$ cat src/rtl/core_seq_pkg.sv
// rtl/core_seq_pkg.sv - shared types and constants for the core sequencing controller
package core_seq_pkg;

    typedef enum logic [2:0] {
        ST_IDLE,
        ST_LOAD,
        ST_BOOT,
        ST_RUN,
        ST_STEP,
        ST_HALT
    } seq_state_e;

    typedef enum logic [1:0] {
        CAUSE_NONE   = 2'd0,
        CAUSE_CMD    = 2'd1,
        CAUSE_EBREAK = 2'd2,
        CAUSE_LIMIT  = 2'd3
    } halt_cause_e;

    localparam logic [31:0] EBREAK_INSTR = 32'h0010_0073;

endpackage

$ cat src/rtl/core_seq_ctrl_if.sv
// rtl/core_seq_ctrl_if.sv - program-load stream and instruction-memory write bus
interface core_seq_ctrl_if;

    logic        load_start;
    logic        load_valid;
    logic [31:0] load_data;
    logic        load_last;
    logic        load_ready;
    logic        imem_we;
    logic [31:0] imem_waddr;
    logic [31:0] imem_wdata;

    modport master (
        output load_start, load_valid, load_data, load_last,
        input  load_ready, imem_we, imem_waddr, imem_wdata
    );

    modport slave (
        input  load_start, load_valid, load_data, load_last,
        output load_ready, imem_we, imem_waddr, imem_wdata
    );

endinterface

$ cat src/rtl/core_seq_ctrl.sv
// rtl/core_seq_ctrl.sv - load/boot/run/step/halt sequencing for a small core
module core_seq_ctrl
    import core_seq_pkg::*;
#(
    parameter int IMEM_WORDS = 64,
    parameter int RST_CYCLES = 2
) (
    input  logic                  clk,
    input  logic                  rst,
    core_seq_ctrl_if.slave        load_if,
    input  logic                  run_cmd,
    input  logic                  step_cmd,
    input  logic                  halt_cmd,
    input  logic                  restart_cmd,
    input  logic [31:0]           max_cycles,
    input  logic [31:0]           core_instr,
    input  logic [31:0]           core_pc,
    output logic                  core_rst,
    output logic                  core_en,
    output logic                  halted,
    output logic [1:0]            halt_cause,
    output logic [31:0]           halt_pc,
    output logic [31:0]           cycle_count
);

    localparam int BOOT_W = (RST_CYCLES > 1) ? $clog2(RST_CYCLES) : 1;
    localparam logic [BOOT_W-1:0] BOOT_LAST = BOOT_W'(RST_CYCLES - 1);
    localparam logic [31:0] LAST_WORD = 32'(IMEM_WORDS - 1);

    seq_state_e        state, state_next;
    halt_cause_e       cause_q, cause_now;
    logic [31:0]       word_cnt;
    logic [BOOT_W-1:0] boot_cnt;
    logic              limit_hold;
    logic              is_ebreak, limit_hit, halt_req;
    logic              cnt_clr, cnt_inc, latch_halt, set_hold;

    assign is_ebreak = (core_instr == EBREAK_INSTR);
    // After resuming from a LIMIT halt the count still equals the limit; suppress it until the count moves.
    assign limit_hit = (max_cycles != 32'd0) && (cycle_count == max_cycles) && !limit_hold;
    assign halt_req  = halt_cmd || is_ebreak || limit_hit;

    always_comb begin
        cause_now = CAUSE_NONE;
        if (halt_cmd)       cause_now = CAUSE_CMD;
        else if (is_ebreak) cause_now = CAUSE_EBREAK;
        else if (limit_hit) cause_now = CAUSE_LIMIT;
    end

    always_comb begin
        state_next         = state;
        core_rst           = 1'b0;
        core_en            = 1'b0;
        load_if.load_ready = 1'b0;
        load_if.imem_we    = 1'b0;
        load_if.imem_waddr = 32'd0;
        load_if.imem_wdata = 32'd0;
        cnt_clr            = 1'b0;
        cnt_inc            = 1'b0;
        latch_halt         = 1'b0;
        set_hold           = 1'b0;
        if (rst) begin
            core_rst = 1'b1;
        end else begin
            case (state)
                ST_IDLE: begin
                    core_rst = 1'b1;
                    if (load_if.load_start) begin
                        state_next = ST_LOAD;
                        cnt_clr    = 1'b1;
                    end
                end
                ST_LOAD: begin
                    core_rst           = 1'b1;
                    load_if.load_ready = 1'b1;
                    if (load_if.load_valid) begin
                        load_if.imem_we    = 1'b1;
                        load_if.imem_waddr = {word_cnt[29:0], 2'b00};
                        load_if.imem_wdata = load_if.load_data;
                        cnt_inc            = 1'b1;
                        if (load_if.load_last || word_cnt == LAST_WORD)
                            state_next = ST_BOOT;
                    end
                end
                ST_BOOT: begin
                    core_rst = 1'b1;
                    if (boot_cnt == BOOT_LAST)
                        state_next = ST_RUN;
                end
                ST_RUN: begin
                    core_en = !halt_req;
                    if (load_if.load_start) begin
                        state_next = ST_LOAD;
                        cnt_clr    = 1'b1;
                    end else if (halt_req) begin
                        state_next = ST_HALT;
                        latch_halt = 1'b1;
                    end
                end
                ST_STEP: begin
                    core_en    = !is_ebreak;
                    state_next = ST_HALT;
                end
                ST_HALT: begin
                    if (load_if.load_start) begin
                        state_next = ST_LOAD;
                        cnt_clr    = 1'b1;
                    end else if (restart_cmd) begin
                        state_next = ST_BOOT;
                    end else if (run_cmd && cause_q != CAUSE_EBREAK) begin
                        state_next = ST_RUN;
                        set_hold   = (cause_q == CAUSE_LIMIT);
                    end else if (step_cmd) begin
                        state_next = ST_STEP;
                    end
                end
                default: state_next = ST_IDLE;
            endcase
        end
    end

    always_ff @(posedge clk) begin
        if (rst) begin
            state       <= ST_IDLE;
            word_cnt    <= 32'd0;
            boot_cnt    <= '0;
            cause_q     <= CAUSE_NONE;
            halt_pc     <= 32'd0;
            cycle_count <= 32'd0;
            limit_hold  <= 1'b0;
        end else begin
            state <= state_next;

            if (cnt_clr)      word_cnt <= 32'd0;
            else if (cnt_inc) word_cnt <= word_cnt + 32'd1;

            boot_cnt <= (state == ST_BOOT) ? boot_cnt + 1'b1 : '0;

            if (state_next == ST_BOOT && state != ST_BOOT) begin
                cycle_count <= 32'd0;
                cause_q     <= CAUSE_NONE;
                limit_hold  <= 1'b0;
            end else begin
                if (core_en && cycle_count != 32'hFFFF_FFFF)
                    cycle_count <= cycle_count + 32'd1;
                if (set_hold)     limit_hold <= 1'b1;
                else if (core_en) limit_hold <= 1'b0;
                if (latch_halt) begin
                    cause_q <= cause_now;
                    halt_pc <= core_pc;
                end
            end
        end
    end

    assign halted     = !rst && (state == ST_HALT);
    assign halt_cause = cause_q;

endmodule

$ cat src/flat_wrapper.sv
// flat-port wrapper written by rule: the top's interface ports become plain ports
module core_seq_ctrl_flat import core_seq_pkg::*;
#(
    parameter int IMEM_WORDS = 64,
    parameter int RST_CYCLES = 2
)
  (clk, rst, run_cmd, step_cmd, halt_cmd, restart_cmd, max_cycles, core_instr, core_pc, core_rst, core_en, halted, halt_cause, halt_pc, cycle_count, load_if_load_start, load_if_load_valid, load_if_load_data, load_if_load_last, load_if_load_ready, load_if_imem_we, load_if_imem_waddr, load_if_imem_wdata);
  core_seq_ctrl_if load_if_i ();
  input  logic clk;
  input  logic rst;
  input  logic run_cmd;
  input  logic step_cmd;
  input  logic halt_cmd;
  input  logic restart_cmd;
  input  logic [31:0] max_cycles;
  input  logic [31:0] core_instr;
  input  logic [31:0] core_pc;
  output logic core_rst;
  output logic core_en;
  output logic halted;
  output logic [1:0] halt_cause;
  output logic [31:0] halt_pc;
  output logic [31:0] cycle_count;
  input wire logic [$bits(load_if_i.load_start)-1:0] load_if_load_start;
  input wire logic [$bits(load_if_i.load_valid)-1:0] load_if_load_valid;
  input wire logic [$bits(load_if_i.load_data)-1:0] load_if_load_data;
  input wire logic [$bits(load_if_i.load_last)-1:0] load_if_load_last;
  output wire logic [$bits(load_if_i.load_ready)-1:0] load_if_load_ready;
  output wire logic [$bits(load_if_i.imem_we)-1:0] load_if_imem_we;
  output wire logic [$bits(load_if_i.imem_waddr)-1:0] load_if_imem_waddr;
  output wire logic [$bits(load_if_i.imem_wdata)-1:0] load_if_imem_wdata;
  assign load_if_i.load_start = load_if_load_start;
  assign load_if_i.load_valid = load_if_load_valid;
  assign load_if_i.load_data = load_if_load_data;
  assign load_if_i.load_last = load_if_load_last;
  assign load_if_load_ready = load_if_i.load_ready;
  assign load_if_imem_we = load_if_i.imem_we;
  assign load_if_imem_waddr = load_if_i.imem_waddr;
  assign load_if_imem_wdata = load_if_i.imem_wdata;
  core_seq_ctrl #(.IMEM_WORDS(IMEM_WORDS), .RST_CYCLES(RST_CYCLES)) u_core (.clk(clk), .rst(rst), .load_if(load_if_i), .run_cmd(run_cmd), .step_cmd(step_cmd), .halt_cmd(halt_cmd), .restart_cmd(restart_cmd), .max_cycles(max_cycles), .core_instr(core_instr), .core_pc(core_pc), .core_rst(core_rst), .core_en(core_en), .halted(halted), .halt_cause(halt_cause), .halt_pc(halt_pc), .cycle_count(cycle_count));
endmodule
$ cat config.mk
export PLATFORM = sky130hd
export DESIGN_NAME = core_seq_ctrl_flat
export DESIGN_NICKNAME = d
export VERILOG_FILES = /design/src/rtl/core_seq_pkg.sv /design/src/rtl/core_seq_ctrl_if.sv /design/src/rtl/core_seq_ctrl.sv /design/src/flat_wrapper.sv
export SDC_FILE = /design/constraint.sdc
export NUM_CORES = 1
export LEC_CHECK = 0
export BUFFER_PORTS_ARGS = -buffer_cell sky130_fd_sc_hd__buf_2
export CORE_MARGIN = 3
export CORE_UTILIZATION = 43
export CTS_CLUSTER_SIZE = 40
export DETAILED_ROUTE_END_ITERATION = 12
export PLACE_DENSITY = 0.89
export SKIP_CTS_REPAIR_TIMING = 1
export SYNTH_ARGS = -nofsm -noshare
export SYNTH_HDL_FRONTEND = slang
export SYNTH_SLANG_ARGS = --single-unit
$ cat constraint.sdc
create_clock -name clk -period 2.2 [get_ports clk]
set_input_delay 0.22 -clock clk [delete_from_list [all_inputs] [get_ports clk]]
set_output_delay 0.22 -clock clk [all_outputs]
set_load 0.03 [all_outputs]
==> run metrics <==
xor/xnor share of the synthesized area=0.115; # rows=42; synth top area cells=dfxtp_1 35%, xor2_1 6.9%, mux2i_1 6.9%, and2_1 6.6%, nor2_1 5.4%; CTS tree=built; Antenna Nets Post-Route=0; diode count=0; WHS Path Cells=3; EDFF count, synth=0; required time worst endpoint=1.98 ns; Final Max Slew Viols=0; Final nets=1214; final worst slack=-0.374 ns; Worst Hold Launch=core_pc[0]; Die W=123 um; leading area contributor after synthesis=dfxtp_1; Port Buf Inserts=269; status=finished, violations left; Syn Area/Cell=8.55 um2; CTS clk-pin slew, worst paths=0.07 ns; die extent in y=123 um; Initial Utilization=0.445; Tightest Hold Check Type=input pin to register; worst-margin pin slew=0.644 ns; critical path's largest stage delay=0.43 ns; share of layout cells above drive strength 1=0.524; delay-heaviest family, CP=simple AND/OR/NAND/NOR gates; setup TNS=-10.99 ns; Max-Slew Margin vs Limit=0.568; Synth Register Bits=103; RR Endpoint=u_core.cycle_count[31]; FMAX=389 MHz; Post-Place Cells=1196; I/O Pins=272; violated checks=setup timing; largest net degree at the start of global routing=66; critical path type=register to output port; DRT Pass-1 Iters=6; drt via density=5.74; RSZ-0062 raised after global routing=true; CP bufs+invs=3; sequential share of the synthesized area=0.347; vias in the first global route=6343; final hold vios=0; GPL Wtd Cong=0.943; Leak=4.52 nW; initial drt markers=650; Synth Area in Adders=0.00422; CTS buffer count=9; top_reg_cell synth=dfxtp_1; mapped cell area=5940 um2; MaxCap Viol Count=0; Yosys warning count=0; average routed wire per standard cell=20.4 um; Clock Sinks=103; mux cell area share after synthesis=0.0691; Worst Setup End Kind=output port; fin cells=1255; Synth Area in Compound Gates=0.0563; r2r worst-path depth=11; first-pass GRT wire length=30100 um; simple-gate area share of the yosys netlist=0.364; worst skew pair latency=0.34 ns; Post-Synthesis Cells=694; final setup fails=93; FFs w/ async S/R, synth=0; initial antenna violation count=0; Detailed Place HPWL=15000 um; GR Overflow Total=0; largest family of logic cells by synthesized area=simple AND/OR/NAND/NOR gates; PwrDens=433 nW/um2; minimum clock period after layout=2.57 ns; WHS Endpoint=u_core.halt_pc[0]; Peak VDD IR=0.000319 V; Design Power=0.00422 W; critical path peak fanout=6; R2R Setup Slk=-0.36 ns; drt drc=0; Post-Route WL=25600 um; Vias=7208; post-synth top area share=0.347; top-count cell post-synth=dfxtp_1; CP Data Arrival Time=2.35 ns; H-tree levels=3; Longest Clk Path Bufs=2; die area=15200 um2; CP cell instances=xor2_4, nor4_2, nand4_1, nor4_4, buf_4, buf_8, nor2_4, buf_6; clk root buf=clkbuf_16; Area Overhead vs Synth=64.4%; Commonest cells post-synth=103 x dfxtp_1, 86 x nor2_1, 63 x and2_1, 47 x xor2_1, 43 x nor4_1; slowest CP cell=nor4_4; global-route usage over all layers=0.246; CORE AREA=13300 um2; Critical Path Start Type=register; filler cell count=892; RR Startpoint=u_core.cycle_count[4]; final critical-path share of the clock period=1.17; Clock Skew=0.00995 ns; Synth cell types=57
-- placed cells by master, fill, tap and decap left out, types with 31 or more instances in the layout --
master | synthesis | layout
and2_4 | 0 | 31
nor2_1 | 86 | 82
xnor2_1 | 31 | 31
buf_2 | 8 | 211
dfxtp_1 | 103 | 68
and2_1 | 63 | 32
nand2_1 | 38 | 36
mux2i_1 | 41 | 39
nor4_1 | 43 | 33
buf_6 | 7 | 48
xor2_1 | 47 | 34
buf_4 | 3 | 126
-- where the power goes --
group | switching (W) | internal (W)
logic | 0.000319 | 0.000285
registers | 0.00000461 | 0.00186
clock network | 0.000740 | 0.00102
total | 0.00106 | 0.00316
-- how the worst max path moves through the flow --
stage	to	depth (start not counted)	slack, ns	start
after floorplan	u_core.cycle_count[27]	10	-0.09	u_core.cycle_count[11]
after global placement	u_core.cycle_count[1]	9	-0.16	u_core.cycle_count[3]
after detailed placement	u_core.cycle_count[13]	9	-0.18	u_core.cycle_count[11]
after CTS	core_en	8	-0.39	u_core.cycle_count[11]
after global routing	core_en	8	-0.42	u_core.cycle_count[4]
final	core_en	8	-0.37	u_core.cycle_count[4]
-- routing by layer --
layer  global-route usage  part of all wire  vias up
li1                     -                 -     3200
met1                0.283              0.35     3381
met5                    0                 0        -
met4                0.111             0.048        0
met2                0.429              0.51      499
met3               0.0590             0.091      128
-- metrics by stage --
step	area (um2)	hold slack (ns)	setup slack (ns)	utilization
2_1_floorplan	6010	0.315	-0.0902	-
3_3_place_gp	8110	0.409	-0.155	0.608
3_5_place_dp	8110	0.416	-0.184	0.608
4_1_cts	8440	0.104	-0.389	0.632
5_1_grt	9760	0.110	-0.418	0.731
6_report	9760	0.110	-0.374	0.731
-- worst reg2reg max path, stage by stage (launching register included) --
cell	delay [ns]
dfxtp_4	0.37
xor2_4	0.18
nor4_2	0.31
nand4_1	0.21
nor4_4	0.43
buf_4	0.20
buf_8	0.13
buf_4	0.14
buf_6	0.10
nor4_2	0.06
xnor2_1	0.17
nor3_1	0.17
-- state kept, by name, summed over array words and instances, names as in the netlist --
name and flops:
u_core.cycle_count 32, u_core.halt_pc 32, u_core.word_cnt 32, u_core.state 3, u_core.halt_cause 2, u_core.boot_cnt 1
u_core.limit_hold 1
-- area by class of cell --
type                    instances  area [um2]  share of cell area
multi-input cells             543        4080               0.418
flip-flops and latches        103        2120               0.218
repair buffers                413        2990               0.307
inverters                       5        18.8             0.00192
clock inverters                 3        47.5             0.00487
clock buffers                  12         278              0.0285
well taps                     176         220              0.0226
-- cells by family after synthesis --
kind of cell	count (synthesis)
simple gates	377
flops	103
xor+xnor	78
buf+inv	49
compound gates	43
mux	41
fa+ha+maj	2
other cells	1
Power figures use the tool's default switching activity.
